`src/rtl/sram_arbiter.sv`:
```
// Two-master round-robin front end for a single-port SRAM controller.
// Each transaction runs IDLE -> ISSUE -> WAIT -> DONE, with a per-phase timeout abort.
module sram_arbiter #(
  parameter int unsigned TIMEOUT = 15
) (
  input  logic        clk,
  input  logic        rst,

  input  logic        m0_stb,
  input  logic [31:0] m0_addr,
  input  logic [5:0]  m0_we,
  input  logic [47:0] m0_din,
  output logic [47:0] m0_dout,
  output logic        m0_ack,
  output logic        m0_err,

  input  logic        m1_stb,
  input  logic [31:0] m1_addr,
  input  logic [5:0]  m1_we,
  input  logic [47:0] m1_din,
  output logic [47:0] m1_dout,
  output logic        m1_ack,
  output logic        m1_err,

  output logic        s_stb,
  output logic [31:0] s_addr,
  output logic [5:0]  s_we,
  output logic [47:0] s_din,
  input  logic [47:0] s_dout,
  input  logic        s_nak,

  output logic [1:0]  gnt
);

  typedef enum logic [1:0] {
    ST_IDLE  = 2'd0,
    ST_ISSUE = 2'd1,
    ST_WAIT  = 2'd2,
    ST_DONE  = 2'd3
  } state_e;

  localparam logic [3:0] CNT_LAST = 4'(TIMEOUT - 1);

  state_e      state_q, state_d;
  logic [3:0]  cnt_q, cnt_d;
  logic        last_m1_q, last_m1_d;
  logic [1:0]  gnt_q, gnt_d;
  logic        s_stb_q, s_stb_d;
  logic [31:0] s_addr_q, s_addr_d;
  logic [5:0]  s_we_q, s_we_d;
  logic [47:0] s_din_q, s_din_d;
  logic [47:0] m0_dout_q, m0_dout_d;
  logic [47:0] m1_dout_q, m1_dout_d;
  logic        m0_ack_q, m0_ack_d;
  logic        m1_ack_q, m1_ack_d;
  logic        m0_err_q, m0_err_d;
  logic        m1_err_q, m1_err_d;

  logic        pick_m1;
  logic        phase_expired;

  // m1 wins when it is the only requester, or when both request and m0 was served last
  assign pick_m1       = m1_stb & (~m0_stb | ~last_m1_q);
  assign phase_expired = (cnt_q == CNT_LAST);

  always_comb begin
    state_d   = state_q;
    cnt_d     = cnt_q;
    last_m1_d = last_m1_q;
    gnt_d     = gnt_q;
    s_stb_d   = s_stb_q;
    s_addr_d  = s_addr_q;
    s_we_d    = s_we_q;
    s_din_d   = s_din_q;
    m0_dout_d = m0_dout_q;
    m1_dout_d = m1_dout_q;
    m0_ack_d  = 1'b0;
    m1_ack_d  = 1'b0;
    m0_err_d  = 1'b0;
    m1_err_d  = 1'b0;

    unique case (state_q)
      ST_IDLE: begin
        if (m0_stb | m1_stb) begin
          last_m1_d = pick_m1;
          gnt_d     = pick_m1 ? 2'b10 : 2'b01;
          s_addr_d  = pick_m1 ? m1_addr : m0_addr;
          s_we_d    = pick_m1 ? m1_we : m0_we;
          s_din_d   = pick_m1 ? m1_din : m0_din;
          s_stb_d   = 1'b1;
          cnt_d     = 4'd0;
          state_d   = ST_ISSUE;
        end
      end

      ST_ISSUE: begin
        if (s_nak) begin
          s_stb_d = 1'b0;
          cnt_d   = 4'd0;
          state_d = ST_WAIT;
        end else if (phase_expired) begin
          s_stb_d  = 1'b0;
          m0_err_d = gnt_q[0];
          m1_err_d = gnt_q[1];
          state_d  = ST_DONE;
        end else begin
          cnt_d = cnt_q + 4'd1;
        end
      end

      ST_WAIT: begin
        if (!s_nak) begin
          if (s_we_q == 6'd0) begin
            if (gnt_q[0]) m0_dout_d = s_dout;
            if (gnt_q[1]) m1_dout_d = s_dout;
          end
          m0_ack_d = gnt_q[0];
          m1_ack_d = gnt_q[1];
          state_d  = ST_DONE;
        end else if (phase_expired) begin
          m0_err_d = gnt_q[0];
          m1_err_d = gnt_q[1];
          state_d  = ST_DONE;
        end else begin
          cnt_d = cnt_q + 4'd1;
        end
      end

      ST_DONE: begin
        // one dead cycle so the finished master can drop stb before the next grant
        gnt_d   = 2'b00;
        cnt_d   = 4'd0;
        state_d = ST_IDLE;
      end

      default: begin
        state_d = ST_IDLE;
      end
    endcase
  end

  always_ff @(posedge clk) begin
    if (rst) begin
      state_q   <= ST_IDLE;
      cnt_q     <= 4'd0;
      last_m1_q <= 1'b1;
      gnt_q     <= 2'b00;
      s_stb_q   <= 1'b0;
      s_addr_q  <= 32'd0;
      s_we_q    <= 6'd0;
      s_din_q   <= 48'd0;
      m0_dout_q <= 48'd0;
      m1_dout_q <= 48'd0;
      m0_ack_q  <= 1'b0;
      m1_ack_q  <= 1'b0;
      m0_err_q  <= 1'b0;
      m1_err_q  <= 1'b0;
    end else begin
      state_q   <= state_d;
      cnt_q     <= cnt_d;
      last_m1_q <= last_m1_d;
      gnt_q     <= gnt_d;
      s_stb_q   <= s_stb_d;
      s_addr_q  <= s_addr_d;
      s_we_q    <= s_we_d;
      s_din_q   <= s_din_d;
      m0_dout_q <= m0_dout_d;
      m1_dout_q <= m1_dout_d;
      m0_ack_q  <= m0_ack_d;
      m1_ack_q  <= m1_ack_d;
      m0_err_q  <= m0_err_d;
      m1_err_q  <= m1_err_d;
    end
  end

  assign gnt     = gnt_q;
  assign s_stb   = s_stb_q;
  assign s_addr  = s_addr_q;
  assign s_we    = s_we_q;
  assign s_din   = s_din_q;
  assign m0_dout = m0_dout_q;
  assign m1_dout = m1_dout_q;
  assign m0_ack  = m0_ack_q;
  assign m1_ack  = m1_ack_q;
  assign m0_err  = m0_err_q;
  assign m1_err  = m1_err_q;

endmodule

```
`config.mk`:
```
export PLATFORM = sky130hd
export DESIGN_NAME = sram_arbiter
export DESIGN_NICKNAME = d
export VERILOG_FILES = /design/src/rtl/sram_arbiter.sv
export SDC_FILE = /design/constraint.sdc
export NUM_CORES = 1
export LEC_CHECK = 0
export BUFFER_PORTS_ARGS = -buffer_cell sky130_fd_sc_hd__buf_4
export CORE_AREA = 2 2 161 163
export DETAILED_ROUTE_END_ITERATION = 16
export DIE_AREA = 0 0 163 165
export PLACE_DENSITY = 0.68
export SLEW_MARGIN = 40
export SYNTH_ARGS = -nofsm -noshare
export SYNTH_HDL_FRONTEND = slang
export SYNTH_SLANG_ARGS = --single-unit
```
`constraint.sdc`:
```
create_clock -name clk -period 2.3 [get_ports clk]
set_clock_uncertainty 0.15 [all_clocks]
set_input_delay 0.345 -clock clk [delete_from_list [all_inputs] [get_ports clk]]
set_output_delay 0.345 -clock clk [all_outputs]
set_load 0.01 [all_outputs]
```
==> load_flow_metrics.sql, run 1 <==
INSERT INTO impl_metrics (metric_group, metric, value, unit) VALUES
('pwr', 'power.density', '646', 'nW/um2'),
('run', 'max-cap-violations', '0', ''),
('detailed_routing', 'top_signal_layer_used', 'met4', ''),
('finish', 'synthToLayoutAreaGrowth', '47.6', '%'),
('finish', 'utilization_after_layout', '0.499', ''),
('detailed_routing', 'first_pass_iters', '4', ''),
('finish', 'diodes', '0', ''),
('logic_synthesis', 'ys_types', '41', ''),
('place', 'detailedPlacementHpwl', '18900', 'um'),
('logic_synthesis', 'synthMostInstantiatedCell', 'sky130_fd_sc_hd__dfxtp_1', ''),
('worst_setup_path', 'worst_setup_path_startpoint', 'state_q[0]$_SDFFE_PP0P_', ''),
('detailed_routing', 'drt-met1-wl', '10800', 'um'),
('global_route', 'globalRoute.totalOverflow', '0', ''),
('place', 'place_worst_setup_slack', '199', 'ps'),
('cts', 'clkSlewWorstSetupHoldPaths', '70', 'ps'),
('logic_synthesis', 'leading_cell_types_by_count_after_synthesis', 'sky130_fd_sc_hd__dfxtp_1, sky130_fd_sc_hd__mux2i_1, sky130_fd_sc_hd__nand2b_1', ''),
('finish', 'layout.filler_cells', '2346', ''),
('logic_synthesis', 'synthDominantCellAreaShare', '0.463', ''),
('sta', 'timing.final.hold_violations', '0', ''),
('floorplanning', 'floorplan.io_pins', '414', ''),
('cts', 'postCtsSetupRepairBufs', '0', ''),
('cts', 'clock_tree_from_tritoncts', 'yes', ''),
('detailed_routing', 'detail-route-antenna-nets', '0', ''),
('cts', 'cts-buffers-inserted', '17', ''),
('detailed_routing', 'detail_route.iter0.violations', '501', ''),
('logic_synthesis', 'syn-num-nets', '1073', ''),
('logic_synthesis', 'synthFlopType', 'sky130_fd_sc_hd__dfxtp_1', ''),
('worst_setup_path', 'critPathKind', 'flop to flop', ''),
('logic_synthesis', 'synth.ff_latch_count', '196', ''),
('place', 'gpl.final_weighted_congestion', '0.819', ''),
('worst_setup_path', 'cp_top_family', 'simple AND/OR/NAND/NOR gates', ''),
('sta', 'layout_worst_path_cycle_share', '0.907', ''),
('detailed_routing', 'vias_per_cell', '4.65', ''),
('sta', 'setup_viol', '0', ''),
('logic_synthesis', 'post_synth_instance_area', '8470', 'um2'),
('pwr', 'cellLeakagePower', '5.70', 'nW'),
('status', 'outcome', 'completed', ''),
('pwr', 'peak_supply_drop', '0.350', 'mV'),
('worst_setup_path', 'critical_path_peak_fanout', '32', ''),
('cts', 'clk-insertion-delay-late', '420', 'ps'),
('logic_synthesis', 'synthesis.instances', '841', ''),
('logic_synthesis', 'synth.top_cells.by_area', 'sky130_fd_sc_hd__dfxtp_1, sky130_fd_sc_hd__mux2i_1, sky130_fd_sc_hd__nand2b_1', ''),
('logic_synthesis', 'synth.yosys.warnings', '0', ''),
('sta', 'max_freq', '479', 'MHz'),
('cts', 'count_of_hold_buffers_inserted_by_post_cts_repair', '0', ''),
('logic_synthesis', 'synth_top_area_cell', 'sky130_fd_sc_hd__dfxtp_1', ''),
('sta', 'maxSlewViolCount', '0', ''),
('worst_setup_path', 'critical-path-slowest-cell', 'sky130_fd_sc_hd__dfxtp_1', ''),
('sta', 'post-route-worst-setup-slack', '214', 'ps'),
('worst_setup_path', 'critPathArrivalTime', '2280', 'ps'),
('sta', 'slew-limit-headroom', '0.482', ''),
('worst_hold_path', 'min_from', 'm0_addr[21]', ''),
('worst_setup_path', 'worst_setup_path_end_kind', 'flop', ''),
('floorplanning', 'core-area', '25000', 'um2'),
('floorplanning', 'placement_rows', '58', ''),
('detailed_routing', 'wl_per_cell', '16.0', 'um'),
('worst_setup_path', 'worstPathCellList', 'inv_1, ha_1, and2b_1, and4_2, buf_12, mux2i_1', ''),
('cts', 'clock_sinks', '196', ''),
('floorplanning', 'fp.dieW', '163', 'um'),
('cts', 'cts_htree_levels', '4', ''),
('worst_setup_path', 'critical_path.startpoint_type', 'flop', ''),
('worst_setup_path', 'cp_num_buf_inv', '2', ''),
('cts', 'cts_buffer_depth', '2', ''),
('sta', 'grt_setup_unrepaired', 'false', ''),
('detailed_routing', 'route.vias.total', '7313', ''),
('sta', 'tightestPinTransition', '777', 'ps'),
('place', 'placed_cell_area', '11900', 'um2'),
('global_route', 'grt_antenna_before_repair', '0', ''),
('logic_synthesis', 'avgSynthCellArea', '10.1', 'um2'),
('cts', 'post_cts_resize_count', '0', ''),
('pwr', 'p_total', '0.00807', 'W');
## logic make-up after synthesis
group           after synthesis  share of synthesized area
simple gates                266                      0.170
flops                       196                      0.463
mux                         171                      0.202
compound gates              126                      0.108
buf+inv                      75                     0.0454
fa+ha+maj                     7                     0.0103
## layout by cell type (no fill, tap or decap), drive strengths merged, types with 2 or more instances in the layout
cell / n
o21ai: 5
nand3: 13
dfxtp: 196
nor4: 3
and2: 2
inv: 12
o211ai: 2
nand2b: 150
mux2i: 171
a32oi: 11
ha: 7
nor2b: 2
nand2: 4
a211oi: 78
nand3b: 2
a31oi: 2
clkinvlp: 2
nor2: 82
buf: 436
o2111ai: 2
a21oi: 16
clkbuf: 20
clkinv: 5
o221ai: 2
## worst reg2reg max path, delay by kind of cell (launching register included)
family	cells	cell delay, ps
fa+ha+maj	1	320
buf+inv	2	360
mux	1	280
flops	1	350
simple gates	2	560
## through the flow
step | cells | hold WS, ps
floorplan | 841 | 332
global placement | 1539 | 308
detailed placement | 1539 | 313
CTS | 1571 | 4.82
global route | 1571 | 16.6
finish | 1571 | 29.9
## worst paths after layout
check | cells after the start | endpoint | slack (ps)
max | 6 | m0_dout[13]$_SDFFE_PP0P_ | 210
min | 3 | s_addr[21]$_SDFFE_PP0P_ | 30
max reg2reg | 6 | m0_dout[13]$_SDFFE_PP0P_ | 210
min reg2reg | 2 | m0_dout[6]$_SDFFE_PP0P_ | 330
## layer usage
layer | track usage | vias up
met5 | 0 | -
met4 | 0.0543 | 0
met3 | 0.0354 | 21
met2 | 0.311 | 287
met1 | 0.224 | 3279
li1 | - | 3726
## registers in the layout, summed over array words and instances, names as in the netlist
signal	count
last_m1_q	1
s_addr	32
s_stb	1
gnt	2
s_din	48
s_we	6
m0_dout	48
m1_err	1
m0_ack	1
m1_dout	48
cnt_q	4
m0_err	1
m1_ack	1
state_q	2
## where the power goes
part | internal [W] | switching, W | total [W]
Clock | 0.00148 | 0.00146 | 0.00293
Sequential | 0.00357 | 0.000101 | 0.00367
Combinational | 0.000782 | 0.000682 | 0.00146
## area by class of cell
type / count / area (um2) / share of cell area
timing repair buffer: 437 / 3390 / 0.271
clock buffer: 19 / 443 / 0.0354
multi-input combinational: 570 / 4180 / 0.334
sequential: 196 / 3920 / 0.314
inverter: 6 / 22.5 / 0.00180
tap: 330 / 413 / 0.0330
clock inverter: 13 / 136 / 0.0109
Power figures use the tool's default switching activity.
==> run 2, diff against run 1 <==
Settings changed: CELL_PAD_IN_SITES_DETAIL_PLACEMENT from default to 1, CELL_PAD_IN_SITES_GLOBAL_PLACEMENT from default to 1, CORE_AREA 2 2 161 163 to default, CORE_MARGIN from default to 2, CORE_UTILIZATION from default to 34, DIE_AREA 0 0 163 165 to default, PLACE_DENSITY 0.68 to 0.87.
==> load_flow_metrics.sql, run 2 (synthesis results as in run 1) <==
INSERT INTO impl_metrics (metric_group, metric, value, unit) VALUES
('status', 'outcome', 'completed', ''),
('sta', 'max_freq', '475', 'MHz'),
('floorplanning', 'floorplan.die_area', '26200', 'um2'),
('pwr', 'power.density', '645', 'nW/um2'),
('worst_setup_path', 'critical_path_peak_fanout', '48', ''),
('cts', 'cts_htree_levels', '4', ''),
('sta', 'slew-limit-headroom', '0.641', ''),
('global_route', 'globalRoute.totalOverflow', '0', ''),
('sta', 'maxSlewViolCount', '0', ''),
('worst_setup_path', 'r2r_end', 'm1_dout[24]$_SDFFE_PP0P_', ''),
('floorplanning', 'placement_rows', '57', ''),
('sta', 'finalCriticalPeriod', '2110', 'ps'),
('floorplanning', 'die_height', '162', 'um'),
('cts', 'cts_root_buffer', 'sky130_fd_sc_hd__clkbuf_16', ''),
('run', 'max-cap-violations', '0', ''),
('worst_setup_path', 'worst_setup_path_end_kind', 'flop', ''),
('detailed_routing', 'drt_drc_violations_left', '0', ''),
('worst_setup_path', 'critPathArrivalTime', '2290', 'ps'),
('worst_setup_path', 'timing.reg2reg.setup_slack', '190', 'ps'),
('worst_hold_path', 'whs_path_cells', '3', ''),
('finish', 'synthToLayoutAreaGrowth', '47.4', '%'),
('global_route', 'grt_antenna_before_repair', '0', ''),
('global_route', 'grt_pass1_wl', '42000', 'um'),
('sta', 'setup_viol', '0', ''),
('detailed_routing', 'postRouteWirelength', '27400', 'um'),
('finish', 'diodes', '0', ''),
('cts', 'clock_tree_from_tritoncts', 'yes', ''),
('floorplanning', 'core-area', '24400', 'um2'),
('finish', 'fin_nets', '1462', ''),
('cts', 'count_of_hold_buffers_inserted_by_post_cts_repair', '0', ''),
('cts', 'cts_buffer_depth', '2', ''),
('floorplanning', 'effective_utilization_at_floorplan', '0.347', ''),
('worst_hold_path', 'min_from', 'm0_addr[25]', ''),
('detailed_routing', 'wl_per_cell', '17.5', 'um'),
('worst_setup_path', 'r2r.worst_path.cells', '6', ''),
('detailed_routing', 'first_pass_iters', '4', ''),
('sta', 'fin_hold_ws', '35.7', 'ps'),
('cts', 'clkSlewWorstSetupHoldPaths', '70', 'ps'),
('cts', 'clock_sinks', '196', ''),
('worst_setup_path', 'critical_path.startpoint_type', 'flop', ''),
('sta', 'grt_setup_unrepaired', 'false', ''),
('sta', 'finalSetupTns', '0', 'ps'),
('cts', 'cts-buffers-inserted', '17', ''),
('global_route', 'grt_max_degree', '85', ''),
('finish', 'layout.cells.most_common', 'sky130_fd_sc_hd__buf_4', ''),
('worst_hold_path', 'hold_path_class', 'primary input to flop', ''),
('cts', 'clk-insertion-delay-late', '420', 'ps'),
('detailed_routing', 'route.vias.total', '7610', ''),
('worst_setup_path', 'worst_setup_path_startpoint', 'state_q[0]$_SDFFE_PP0P_', ''),
('cts', 'post_cts_resize_count', '0', ''),
('finish', 'layout.cells.most_common_list', 'sky130_fd_sc_hd__buf_4, sky130_fd_sc_hd__dfxtp_1, sky130_fd_sc_hd__mux2i_1', ''),
('sta', 'timing.final.hold_violations', '0', ''),
('floorplanning', 'fp.dieW', '162', 'um'),
('detailed_routing', 'detail-route-antenna-nets', '0', ''),
('worst_hold_path', 'hold_critical_path_endpoint', 's_addr[25]$_SDFFE_PP0P_', ''),
('sta', 'tightestPinTransition', '533', 'ps'),
('global_route', 'grt_pass1_vias', '7940', ''),
('pwr', 'peak_supply_drop', '0.472', 'mV'),
('global_route', 'grt_util_all_layers', '0.202', ''),
('cts', 'postCtsSetupRepairBufs', '0', ''),
('floorplanning', 'floorplan.io_pins', '414', ''),
('worst_setup_path', 'r2r-start', 'state_q[0]$_SDFFE_PP0P_', ''),
('sta', 'layout_worst_path_cycle_share', '0.916', ''),
('pwr', 'cellLeakagePower', '5.70', 'nW'),
('detailed_routing', 'detail_route.iter0.violations', '354', ''),
('place', 'detailedPlacementHpwl', '21400', 'um'),
('detailed_routing', 'vias_per_cell', '4.86', ''),
('finish', 'drive_above_1_share', '0.382', ''),
('worst_setup_path', 'critPathKind', 'flop to flop', ''),
('place', 'buffer_ports.inserted', '413', ''),
('place', 'gpl.final_weighted_congestion', '0.800', ''),
('worst_setup_path', 'cp.required', '2490', 'ps');
## run 2: through the flow
| stage | utilization | cell area (um2) | cells | power (W) | setup WS (ps) |
|---|---|---|---|---|---|
| 6_report | 0.512 | 12500 | 1566 | 0.00806 | 194 |
| 5_1_grt | 0.512 | 12500 | 1566 | 0.00845 | 22.5 |
| 4_1_cts | 0.512 | 12500 | 1566 | 0.00817 | 190 |
| 3_5_place_dp | 0.488 | 11900 | 1535 | 0.00527 | 201 |
| 3_3_place_gp | 0.488 | 11900 | 1535 | 0.00522 | 303 |
| 2_1_floorplan | - | 8470 | 841 | 0.00444 | 349 |
## run 2: metal layers
layer,vias to the layer above,GRT usage,wire [um]
met2,282,0.365,14000
met5,-,0,0
met3,37,0.0467,1680
met1,3576,0.233,11000
met4,0,0.0688,738
li1,3715,-,-
## run 2: how the worst max path moves through the flow
| stage | endpoint | depth (start not counted) |
|---|---|---|
| finish | m1_dout[24]$_SDFFE_PP0P_ | 6 |
| global route | m0_dout[25]$_SDFFE_PP0P_ | 6 |
| CTS | m1_dout[24]$_SDFFE_PP0P_ | 6 |
| detailed placement | m0_dout[33]$_SDFFE_PP0P_ | 5 |
| global placement | m0_dout[43]$_SDFFE_PP0P_ | 5 |
| floorplan | m0_dout[27]$_SDFFE_PP0P_ | 9 |
## run 2: area by class of cell
| type | count | area [um2] |
|---|---|---|
| multi-input cells | 570 | 4180 |
| flip-flops and latches | 196 | 3920 |
| fillers | 2767 | 11900 |
| clock buffers | 17 | 425 |
| repair buffers | 439 | 3390 |
| well taps | 324 | 405 |
| clock inverters | 14 | 141 |
| inverters | 6 | 22.5 |
## run 2: worst max-delay path, cell delays in order, from the launching register on
cell	delay, ps
sky130_fd_sc_hd__dfxtp_1	400
sky130_fd_sc_hd__inv_1	110
sky130_fd_sc_hd__ha_1	320
sky130_fd_sc_hd__and2b_1	260
sky130_fd_sc_hd__nand4_1	160
sky130_fd_sc_hd__buf_12	340
sky130_fd_sc_hd__mux2i_1	260
## run 2: where the power goes
part / switching [W] / internal (W)
registers: 0.000103 / 0.00357
logic: 0.000710 / 0.000782
clock network: 0.00145 / 0.00144
